**src/rtl/sram_port_ctrl.sv**
```systemverilog
// sram_port_ctrl: maps a valid/ready request stream onto single-port SRAM cycles and returns read data in order.
// Latency: sram_* driven in the accept cycle; read data valid READ_LAT+1 cycles after acceptance.
// Backpressure: reads stall once in-flight + buffered reads reach RSP_DEPTH; writes always flow. Zero-fill sweep: SRAM_PORT_CTRL_ZERO_INIT_EN.

module sram_port_ctrl_fifo #(
    parameter int unsigned WIDTH = 64,
    parameter int unsigned DEPTH = 4,
    localparam int unsigned PW = (DEPTH > 1) ? $clog2(DEPTH) : 1,
    localparam int unsigned CW = $clog2(DEPTH + 1)
) (
    input  logic             clk_i,
    input  logic             rst_ni,
    input  logic             push_vld,
    input  logic [WIDTH-1:0] push_dat,
    input  logic             pop_vld,
    output logic [WIDTH-1:0] head_dat,
    output logic [CW-1:0]    count
);
    logic [WIDTH-1:0] mem_q [DEPTH];
    logic [PW-1:0]    wr_ptr_q, rd_ptr_q;
    logic [CW-1:0]    count_q;

    function automatic logic [PW-1:0] ptr_next(input logic [PW-1:0] p);
        return (p == PW'(DEPTH - 1)) ? '0 : p + PW'(1);
    endfunction

    always_ff @(posedge clk_i or negedge rst_ni) begin
        if (!rst_ni) begin
            for (int i = 0; i < int'(DEPTH); i++) mem_q[i] <= '0;
            wr_ptr_q <= '0;
            rd_ptr_q <= '0;
            count_q  <= '0;
        end else begin
            if (push_vld) begin
                mem_q[wr_ptr_q] <= push_dat;
                wr_ptr_q        <= ptr_next(wr_ptr_q);
            end
            if (pop_vld) rd_ptr_q <= ptr_next(rd_ptr_q);
            if (push_vld && !pop_vld)      count_q <= count_q + CW'(1);
            else if (!push_vld && pop_vld) count_q <= count_q - CW'(1);
        end
    end

    assign head_dat = mem_q[rd_ptr_q];
    assign count    = count_q;
endmodule

module sram_port_ctrl #(
    parameter int unsigned DATA_WIDTH = 64,
    parameter int unsigned NUM_WORDS  = 1024,
    parameter int unsigned READ_LAT   = 1,
    parameter int unsigned RSP_DEPTH  = 4,
    localparam int unsigned AW = $clog2(NUM_WORDS),
    localparam int unsigned BW = (DATA_WIDTH + 7) / 8
) (
    input  logic                  clk_i,
    input  logic                  rst_ni,
    input  logic                  req_valid_i,
    output logic                  req_ready_o,
    input  logic                  req_we_i,
    input  logic [AW-1:0]         req_addr_i,
    input  logic [DATA_WIDTH-1:0] req_wdata_i,
    input  logic [BW-1:0]         req_be_i,
    output logic                  rsp_valid_o,
    input  logic                  rsp_ready_i,
    output logic [DATA_WIDTH-1:0] rsp_rdata_o,
    output logic                  sram_req_o,
    output logic                  sram_we_o,
    output logic [AW-1:0]         sram_addr_o,
    output logic [DATA_WIDTH-1:0] sram_wdata_o,
    output logic [BW-1:0]         sram_be_o,
    input  logic [DATA_WIDTH-1:0] sram_rdata_i,
    output logic                  init_done_o
);
    localparam int unsigned CW  = $clog2(RSP_DEPTH + 1);
    localparam int unsigned CRW = $clog2(RSP_DEPTH + READ_LAT + 1);

    logic                run;
    logic                init_active;
    logic                accept;
    logic                rd_acc;
    logic                rsp_pop;
    logic                credit_ok;
    logic [READ_LAT-1:0] rd_pipe_q;
    logic [CW-1:0]       fifo_cnt;
    logic [CRW-1:0]      credits_used;

`ifdef SRAM_PORT_CTRL_ZERO_INIT_EN
    typedef enum logic {ST_INIT, ST_RUN} state_e;

    state_e        state_q, state_d;
    logic [AW-1:0] init_addr_q, init_addr_d;

    always_ff @(posedge clk_i or negedge rst_ni) begin
        if (!rst_ni) begin
            state_q     <= ST_INIT;
            init_addr_q <= '0;
        end else begin
            state_q     <= state_d;
            init_addr_q <= init_addr_d;
        end
    end

    always_comb begin
        state_d     = state_q;
        init_addr_d = init_addr_q;
        if (state_q == ST_INIT) begin
            init_addr_d = init_addr_q + AW'(1);
            if (init_addr_q == AW'(NUM_WORDS - 1)) begin
                state_d     = ST_RUN;
                init_addr_d = '0;
            end
        end
    end

    assign run         = (state_q == ST_RUN);
    // Gate with reset so the sweep never strobes the macro while reset is held.
    assign init_active = (state_q == ST_INIT) && rst_ni;
`else
    assign run         = rst_ni;
    assign init_active = 1'b0;
`endif

    assign init_done_o = run;

    // Credits come from registered state only, so a pop frees its slot one cycle later.
    always_comb begin
        credits_used = CRW'(fifo_cnt);
        for (int i = 0; i < int'(READ_LAT); i++) begin
            credits_used = credits_used + CRW'(rd_pipe_q[i]);
        end
    end

    assign credit_ok   = (credits_used < CRW'(RSP_DEPTH));
    assign req_ready_o = run && (req_we_i || credit_ok);
    assign accept      = req_valid_i && req_ready_o;
    assign rd_acc      = accept && !req_we_i;

    always_comb begin
        sram_req_o   = accept;
        sram_we_o    = req_we_i;
        sram_addr_o  = req_addr_i;
        sram_wdata_o = req_wdata_i;
        sram_be_o    = req_be_i;
`ifdef SRAM_PORT_CTRL_ZERO_INIT_EN
        if (init_active) begin
            sram_req_o   = 1'b1;
            sram_we_o    = 1'b1;
            sram_addr_o  = init_addr_q;
            sram_wdata_o = '0;
            sram_be_o    = '1;
        end
`endif
    end

    always_ff @(posedge clk_i or negedge rst_ni) begin
        if (!rst_ni) begin
            rd_pipe_q <= '0;
        end else begin
            rd_pipe_q[0] <= rd_acc;
            for (int i = 1; i < int'(READ_LAT); i++) rd_pipe_q[i] <= rd_pipe_q[i-1];
        end
    end

    assign rsp_valid_o = (fifo_cnt != '0);
    assign rsp_pop     = rsp_valid_o && rsp_ready_i;

    sram_port_ctrl_fifo #(
        .WIDTH (DATA_WIDTH),
        .DEPTH (RSP_DEPTH)
    ) u_rsp_fifo (
        .clk_i    (clk_i),
        .rst_ni   (rst_ni),
        .push_vld (rd_pipe_q[READ_LAT-1]),
        .push_dat (sram_rdata_i),
        .pop_vld  (rsp_pop),
        .head_dat (rsp_rdata_o),
        .count    (fifo_cnt)
    );
endmodule

```
**config.mk**
```make
export PLATFORM = sky130hd
export DESIGN_NAME = sram_port_ctrl
export DESIGN_NICKNAME = d
export VERILOG_FILES = /design/src/rtl/sram_port_ctrl.sv
export SDC_FILE = /design/constraint.sdc
export NUM_CORES = 1
export LEC_CHECK = 0
export BUFFER_PORTS_ARGS = -buffer_cell sky130_fd_sc_hd__buf_2
export CAP_MARGIN = 20
export CORE_MARGIN = 2
export CORE_UTILIZATION = 49
export CTS_CLUSTER_SIZE = 30
export DETAILED_ROUTE_END_ITERATION = 8
export HOLD_SLACK_MARGIN = 0.08
export PLACE_DENSITY = 0.77
export RECOVER_POWER = 100
export SLEW_MARGIN = 10
export SYNTH_ARGS = -nofsm -noshare
export SYNTH_HDL_FRONTEND = slang
export SYNTH_HIERARCHICAL = 1
export SYNTH_SLANG_ARGS = --single-unit
```
**constraint.sdc**
```tcl
create_clock -name clk_i -period 2.13 [get_ports clk_i]
set_clock_uncertainty 0.15 [all_clocks]
set_input_delay 0.426 -clock clk_i [delete_from_list [all_inputs] [get_ports clk_i]]
set_output_delay 0.426 -clock clk_i [all_outputs]
set_load 0.01 [all_outputs]
```
======== Yosys cells after proc, flatten, opt, wreduce, memory -nomap -nowiden ========
Index checks and enable logic that the tools add are counted.
word-level totals
  flip-flop bits (word level) ............. 264
  bits of input ports ..................... 151
  logic and storage cells ................. 44
  output and inout port bits .............. 151
cells by class
  bitwise gates (word level) .............. 2
  $add $sub $neg .......................... 5
  equal/unequal tests ..................... 2
  mux-type cells .......................... 10
  reductions and logical operators ........ 13
  order comparisons ....................... 4
operators with widths
  cell                                                                          number
  256-bit bitwise mux                                                           1
  64-bit 2-to-1 mux                                                             3
  64-bit binary-select mux with 2-bit select                                    1
  64-bit demux with 2-bit select                                                1
  1-bit logical AND                                                             7
  3-bit greater-or-equal comparator, second input constant                      2
  3-bit 2-to-1 mux                                                              2
  2-bit inverter with 3-bit output                                              2
  2-bit by 1-bit adder with 2-bit output, second input constant                 2
  2-bit == test, second input constant                                          2
  2-bit 2-to-1 mux                                                              2
  3-bit by 1-bit adder with 3-bit output                                        1
  3-bit by 1-bit adder with 3-bit output, second input constant                 1
  1-bit logical NOT                                                             3
  3-bit by 1-bit less-than comparator with 1-bit output, second input constant  1
  3-bit less-than comparator, second input constant                             1
  3-bit nonzero test                                                            1
  3-bit by 1-bit subtractor with 3-bit output, second input constant            1
  2-bit nonzero test                                                            1
  1-bit logical OR                                                              1

======== Logic depth before layout (Yosys ltp) ========
Gate-level depths: netlist (run 1).
  depth after elaboration ................. 6
  mapped depth ............................ 9
  gate-level depth less buffers ........... 9

======== By module ========
The synthesis (run 1) kept the hierarchy.
modules (own cells, without submodules)
  module               instances  sequential area each (sq um)  area each (sq um)  cells each
  sram_port_ctrl_fifo  1          6581.3                        11512.3            650
  sram_port_ctrl       1          25.0                          718.2              92

======== Least setup slack after synthesis (run 1) ========
Ideal clock, no wire load.
  path type ............................... register to register
  start point ............................. reg u_rsp_fifo.count_q[0] (netlist: u_rsp_fifo/count[0])
  end point ............................... reg u_rsp_fifo.count_q[2] (netlist: u_rsp_fifo/count[2])
  library setup time ...................... 0.079 ns
  arrival time ............................ 1.995 ns
  stages on the path, launching flop included .. 10
  clock period less this slack ............ 2.224 ns
  setup slack ............................. -0.094 ns
  required time ........................... 1.901 ns
  path buffers ............................ 0
  cell sequence ........................... dfrtp_1 or3_4 and2_4 inv_1 ha_1 inv_1 fa_1 xor2_1 nor2_1 xor2_1
on the way
  word-level cells in the longest chain between the ends .. 5
  elaborated cells between the ends (all ways) .. 10
  classes of those cells .................. add/sub: 2; mux: 2; reduce/logical: 6
ends and longest elaborated chain
  element                                                 line  source
  start, declared                                         21    logic [CW-1:0] count_q;
  start signal, assigned                                  39    if (push_vld && !pop_vld) count_q <= count_q + CW'(1);
  start signal, assigned                                  40    else if (!push_vld && pop_vld) count_q <= count_q - CW'(1);
  3-bit nonzero test (*)                                  165   assign rsp_valid_o = (fifo_cnt != '0);
  named net rsp_valid_o                                   64    output logic rsp_valid_o,
  1-bit logical AND (*)                                   166   assign rsp_pop = rsp_valid_o && rsp_ready_i;
  named net rsp_pop                                       82    logic rsp_pop;
  1-bit logical NOT                                       39
  1-bit logical AND                                       39
  3-bit 2-to-1 mux or 2-bit nonzero test (tied branches)  -
Mark *: on every way through the listed nets, which the timed path passes. The rest lies on a longest branch. The select of a mux whose other input is x is not followed.
A chain may end at the register's enable or synchronous reset.

======== Final worst setup path (run 1) ========
  start point ............................. reg u_rsp_fifo.rd_ptr_q[0]
  end point ............................... out rsp_rdata_o[49]
on the way
  word-level cells in the longest chain between the ends .. 4
ends and longest elaborated chain
  element                                                 line  source
  start, declared                                         20    logic [PW-1:0] wr_ptr_q, rd_ptr_q;
  start signal, assigned                                  38    if (pop_vld) rd_ptr_q <= ptr_next(rd_ptr_q);
  2-bit inverter with 3-bit output (implied by the code)  44    assign head_dat = mem_q[rd_ptr_q];
  64-bit binary-select mux with 2-bit select              44
  64-bit 2-to-1 mux (implied by the code) (2 in series)   44
  end, declared                                           66    output logic [DATA_WIDTH-1:0] rsp_rdata_o,
Every way passes these cells. The select of a mux whose other input is x is not followed.

==> flow_summary.toml, run 1 <==
[placement]
dpl_cell_area_mm2 = 0.0127
portBuffers = 137
dp_hpwl_mm = 14.0
place_congestion = 0.740

[critical_path]
r2r-start = "u_rsp_fifo/count[2]$_DFFE_PN0P_"
critical_path_arrival_ns = 1.98
max_stage_delay_ns = 0.55
startpoint = "u_rsp_fifo/rd_ptr_q[0]$_DFFE_PN0P_"
critPathCaptureType = "primary output"
critPathKind = "flop to primary output"
r2r_cells = 9
critPathLaunchType = "flop"
cp.required_ns = 1.55
worstPathMaxFanout = 24
slowest_stage = "mux4_2"
critical_path.cell_chain = "buf_12, mux4_2, buf_2"

[grt]
grt_max_degree = 145
grt_pass1_vias = 7249
overflow = 0
grt_antenna_before_repair = 0
grt_pass1_wl_mm = 38.6
track_usage_pct = 18.4

[detailed_routing]
top_layer_used = "met4"
dr_wl_met3_mm = 1.09
detail-route-antenna-nets = 0
post_drt_wl_per_cell_um = 19.2
dr_wl_met2_mm = 11.4
viasPerCell = 5.38
drc = 0
vias = 6580
first_iter_violations = 296
dr.pass1.iters = 4
wl_met1_mm = 10.5
wirelength_mm = 23.5

[finish]
final_layout_size_suffix_gt1_share_pct = 59.8
area_growth_pct = 16.8
fill_cells = 1889
final_cell_mix = "dfrtp_1, mux2_2, buf_2, dlygate4sd3_1, mux4_2"
n_antenna_cell = 0
mostFrequentLayoutCell = "dfrtp_1"
finalNetCount = 1040
fin_area_mm2 = 0.0143

[clock_network]
clockBufferDepth = 3
cts.sinks = 264
htree_levels = 1
insertion_delay_ns = 0.54
clk_pin_slew_ns = 0.06
root_buffer = "clkbuf_16"
cts_buffers = 28
cts_tree = "yes"

[sta]
setup_viol = 69
fin_setup_tns_ns = -26.21
final_hold_viol_count = 0
max-slew-margin-rel_pct = 45.4
max_freq_ghz = 0.391
layout_setup_ws_ns = -0.430
rsz0062_at_grt = "yes"
drv_slew = 0
fin_crit_ns = 2.56
worstMarginPinSlew_ns = 0.819
post-route-period-util_pct = 120

[logic_synthesis]
yosysUniqueCellTypes = 22
netlist_area_mm2 = 0.0122
syn_inst = 742
syn_avg_cell_area_um2 = 16.5
synthesis.nets = 900
synth-seq-area-share_pct = 54.0
yosysWarnings = 6
synth_seq_cells = 264

[floorplan]
die_h_um = 162
io_pins = 302
die_area_mm2 = 0.0262
die_x_um = 162
core_area_mm2 = 0.0244
num_rows = 57
start_util_pct = 50.1

[power_and_ir_drop]
ir_drop_uv = 824
power.density_mw_per_mm2 = 1550
p_leak_nw = 6.15

[run]
maxCapViolations = 0

[min_path]
min_from = "rsp_ready_i"
min_path_type = "input port to flop"
min_path_cells = 4

[outcome]
status = "complete, but fails checks"
violations = "negative setup slack"
final timing paths:
check / to / slack (ns)
max in group asynchronous: u_rsp_fifo/rd_ptr_q[0]$_DFFE_PN0P_ / 0.14
min in group asynchronous: u_rsp_fifo/mem_q[1]$_DFFE_PN0P_ / 0.95
setup / recovery: rsp_rdata_o[49] / -0.43
hold reg to reg: u_rsp_fifo/mem_q[105]$_DFFE_PN0P_ / 0.35
hold / removal: u_rsp_fifo/rd_ptr_q[0]$_DFFE_PN0P_ / 0.34
setup reg to reg: u_rsp_fifo/count[2]$_DFFE_PN0P_ / -0.14
power breakdown:
| group | internal (W) | leakage (nW) | switching [W] |
|---|---|---|---|
| Combinational | 0.00534 | 2.64 | 0.00334 |
| Sequential | 0.00759 | 3.08 | 0.00122 |
| Clock | 0.00271 | 0.429 | 0.00189 |
| Total | 0.0156 | 6.15 | 0.00646 |
cells by family after synthesis:
logic type,synth area share [%]
buffers and inverters,8.41
and+or+nand+nor,0.655
AOI/OAI and AO/OA,0.225
DFF,54.0
xor gates and xnor gates,0.286
muxes,35.6
adders and majority gates,0.777
stage by stage:
step / hold WS [ns] / cells / utilization (%) / setup slack (ns) / power [W]
global route: 0.356 / 1223 / 58.6 / -0.511 / 0.0234
finish: 0.336 / 1223 / 58.6 / -0.430 / 0.0221
global placement: 0.331 / 1103 / 52.0 / 0.0520 / 0.0168
CTS: 0.212 / 1221 / 58.8 / -0.464 / 0.0221
floorplan: -0.0196 / 742 / - / 0.00976 / 0.0147
detailed placement: 0.337 / 1103 / 52.0 / 0.0260 / 0.0171
per-layer routing:
metal | vias to the layer above | track usage, %
li1 | 2910 | -
met1 | 3483 | 25.4
met2 | 141 | 30.2
met3 | 46 | 3.47
met4 | 0 | 4.95
met5 | - | 0
timing repair:
action	4_1_cts	5_1_grt
hold endpoints to repair	521	0
setup endpoints to repair	67	68
resized for setup	14	13
buffers inserted	4	2
pin swaps	1	4
hold buffers	67	0
cloned	0	0
synthesized netlist by cell type, drive strengths merged:
cell type  count  share of area (%)
and2           1              0.072
clkbuf         1              0.031
ha             6               0.61
or3            1              0.092
nand3          1              0.041
xnor2          1              0.072
mux4          64                 12
xor2           3               0.21
nor2           3              0.092
and4b          1              0.092
nand2          6               0.27
o21a           1              0.061
o211a          1              0.082
mux2         259                 24
dfrtp        264                 54
o21ai          2              0.082
inv            4               0.12
fa             1               0.16
buf          122                8.3
state kept, by name (all words and copies together) (netlist names):
signal and flops:
u_rsp_fifo/rd_ptr_q 2, u_rsp_fifo/count 3, rd_pipe_q 1, u_rsp_fifo/wr_ptr_q 2
u_rsp_fifo/mem_q 256
layout make-up:
cell class,instances,area [µm²],area share (%)
Multi-Input combinational cell,351,4630,32.4
Tap cell,324,405,2.84
Sequential cell,264,6610,46.3
Timing Repair Buffer,233,1750,12.3
Clock inverter,3,18.8,0.131
Inverter,4,15.0,0.105
Clock buffer,44,852,5.96
critical path: cells and delay by family (launching register included):
kind                   cells  cell delay [ns]
multiplexers               1             0.55
flip-flops                 1             0.47
buffers and inverters      2             0.39
Note: power is estimated with default switching activity, not from simulation.
==> inputs of run 2 (changes only) <==
--- a/config.mk
+++ b/config.mk
@@ -7,12 +7,14 @@
 export LEC_CHECK = 0
 export BUFFER_PORTS_ARGS = -buffer_cell sky130_fd_sc_hd__buf_2
 export CAP_MARGIN = 20
+export CELL_PAD_IN_SITES_DETAIL_PLACEMENT = 1
+export CELL_PAD_IN_SITES_GLOBAL_PLACEMENT = 1
 export CORE_MARGIN = 2
-export CORE_UTILIZATION = 49
+export CORE_UTILIZATION = 40
 export CTS_CLUSTER_SIZE = 30
 export DETAILED_ROUTE_END_ITERATION = 8
 export HOLD_SLACK_MARGIN = 0.08
-export PLACE_DENSITY = 0.77
+export PLACE_DENSITY_LB_ADDON = 0.1
 export RECOVER_POWER = 100
 export SLEW_MARGIN = 10
 export SYNTH_ARGS = -nofsm -noshare
==> run 2 against run 1 <==
Against the previous run: the run still ends with negative setup slack left; combinational power is 7.0% higher; worst hold slack better by 0.012 ns; global-route usage is 0.33 points lower; critical path depth is 1 higher; routed wire length is 22% higher; setup slack worse by 0.0014 ns; largest cell class unchanged; largest power group is now combinational cells.
==> flow_summary.toml, run 2 (synthesis results as in run 1) <==
[detailed_routing]
first_iter_violations = 201
dr.pass1.iters = 4
wirelength_mm = 28.7
detail-route-antenna-nets = 0
vias = 6756
drc = 0
viasPerCell = 5.16
post_drt_wl_per_cell_um = 21.9

[sta]
worstMarginPinSlew_ns = 1.29
final_hold_viol_count = 0
rsz0062_at_grt = "yes"
drv_slew = 0
layout_setup_ws_ns = -0.432
setup_viol = 173
max_freq_ghz = 0.390
max-slew-margin-rel_pct = 13.9
fin_crit_ns = 2.56
post-route-period-util_pct = 120

[finish]
fill_cells = 2920
final_layout_size_suffix_gt1_share_pct = 60.7
n_antenna_cell = 0
mostFrequentLayoutCell = "dfrtp_1"
final_cell_count_no_fill = 1310
regMostFlops = "u_rsp_fifo/mem_q"
final_cell_mix = "dfrtp_1, mux2_2, buf_2, dlygate4sd3_1, mux4_2"
largest_reg_flops = 256
area_growth_pct = 20.4
finalNetCount = 1048

[min_path]
min_path_type = "flop to flop"
min_path_cells = 1

[grt]
track_usage_pct = 18.1
grt_antenna_before_repair = 0
overflow = 0
grt_max_degree = 141
grt_pass1_wl_mm = 44.7
grt_pass1_vias = 7984

[placement]
portBuffers = 137
place_congestion = 0.688
placed_cells = 1177
dp_hpwl_mm = 18.1

[power_and_ir_drop]
totalPowerFinal_w = 0.0236
power.density_mw_per_mm2 = 1600
p_leak_nw = 6.35
ir_drop_uv = 816

[critical_path]
critPathLaunchType = "flop"
cp.required_ns = 1.55
critPathKind = "flop to primary output"
worstPathMaxFanout = 6
r2r_cells = 10
critPathCaptureType = "primary output"
critical_path_arrival_ns = 1.99

[clock_network]
cts_tree = "yes"
insertion_delay_ns = 0.54
clk_pin_slew_ns = 0.06
cts_buffers = 30
htree_levels = 1
cts.sinks = 264
root_buffer = "clkbuf_16"
clockBufferDepth = 3

[floorplan]
io_pins = 302
die_area_mm2 = 0.0320
core_area_mm2 = 0.0303
num_rows = 64
die_h_um = 179
start_util_pct = 40.3
die_x_um = 179

[run]
maxCapViolations = 0

[outcome]
violations = "negative setup slack"
status = "complete, but fails checks"
run 2: area by class of cell:
class                           instances  area [µm²]  share of cell area, %
Sequential cell                       264        6620                   44.9
Inverter                                4        15.0                  0.102
Tap cell                              396         495                   3.36
Clock buffer                           45         908                   6.17
Timing Repair Buffer                  239        1920                   13.0
Multi-Input combinational cell        351        4650                   31.6
Clock inverter                         11         133                  0.900
run 2: power breakdown:
group          total (W)  internal, W  switching [W]
sequential       0.00895      0.00760        0.00135
clock            0.00530      0.00329        0.00201
combinational    0.00930      0.00566        0.00364
run 2: repair_timing:
item	in CTS	in global routing
hold buffers	68	0
resized for setup	24	14
buffers inserted	6	1
hold endpoints to repair	381	0
gates cloned	1	1
endpoints found under the setup margin	68	69
pin swaps	7	7
run 2: per-layer routing:
metal	wire, µm	GRT usage, %	share of wire (%)	up-vias
met5	0	0	0	-
li1	-	-	-	2919
met4	588	4.30	2.1	0
met2	14900	32.5	52	186
met1	11600	21.9	40	3602
met3	1540	4.03	5.4	49
run 2: final timing paths:
path	slack [ns]	start	to
worst max-delay path	-0.43	u_rsp_fifo/rd_ptr_q[0]$_DFFE_PN0P_	rsp_rdata_o[38]
worst min-delay path	0.35	u_rsp_fifo/mem_q[68]$_DFFE_PN0P_	u_rsp_fifo/mem_q[68]$_DFFE_PN0P_
worst max register to register	-0.27	u_rsp_fifo/count[0]$_DFFE_PN0P_	u_rsp_fifo/count[2]$_DFFE_PN0P_
worst min register to register	0.35	u_rsp_fifo/mem_q[68]$_DFFE_PN0P_	u_rsp_fifo/mem_q[68]$_DFFE_PN0P_
max in group asynchronous	-0.24	rst_ni	u_rsp_fifo/rd_ptr_q[0]$_DFFE_PN0P_
min in group asynchronous	0.80	rst_ni	u_rsp_fifo/mem_q[199]$_DFFE_PN0P_
run 2: worst max-delay path, cell delays in order, from the launching register on:
cell and delay [ns]:
dfrtp_4 0.47, buf_12 0.15, buf_16 0.14, mux4_2 0.53, buf_6 0.15
run 2: through the flow:
stage               hold slack [ns]  setup WS, ns  util (%)  setup TNS (ns)  area, µm²
floorplan                   -0.0196       0.00976         -               0      12200
global placement              0.142        0.0365      42.4               0      12900
detailed placement            0.154       -0.0606      42.4         -0.0654      12900
CTS                           0.212        -0.479      48.8          -29.31      14800
global route                  0.357        -0.514      48.5          -79.31      14700
finish                        0.348        -0.432      48.5          -41.99      14700
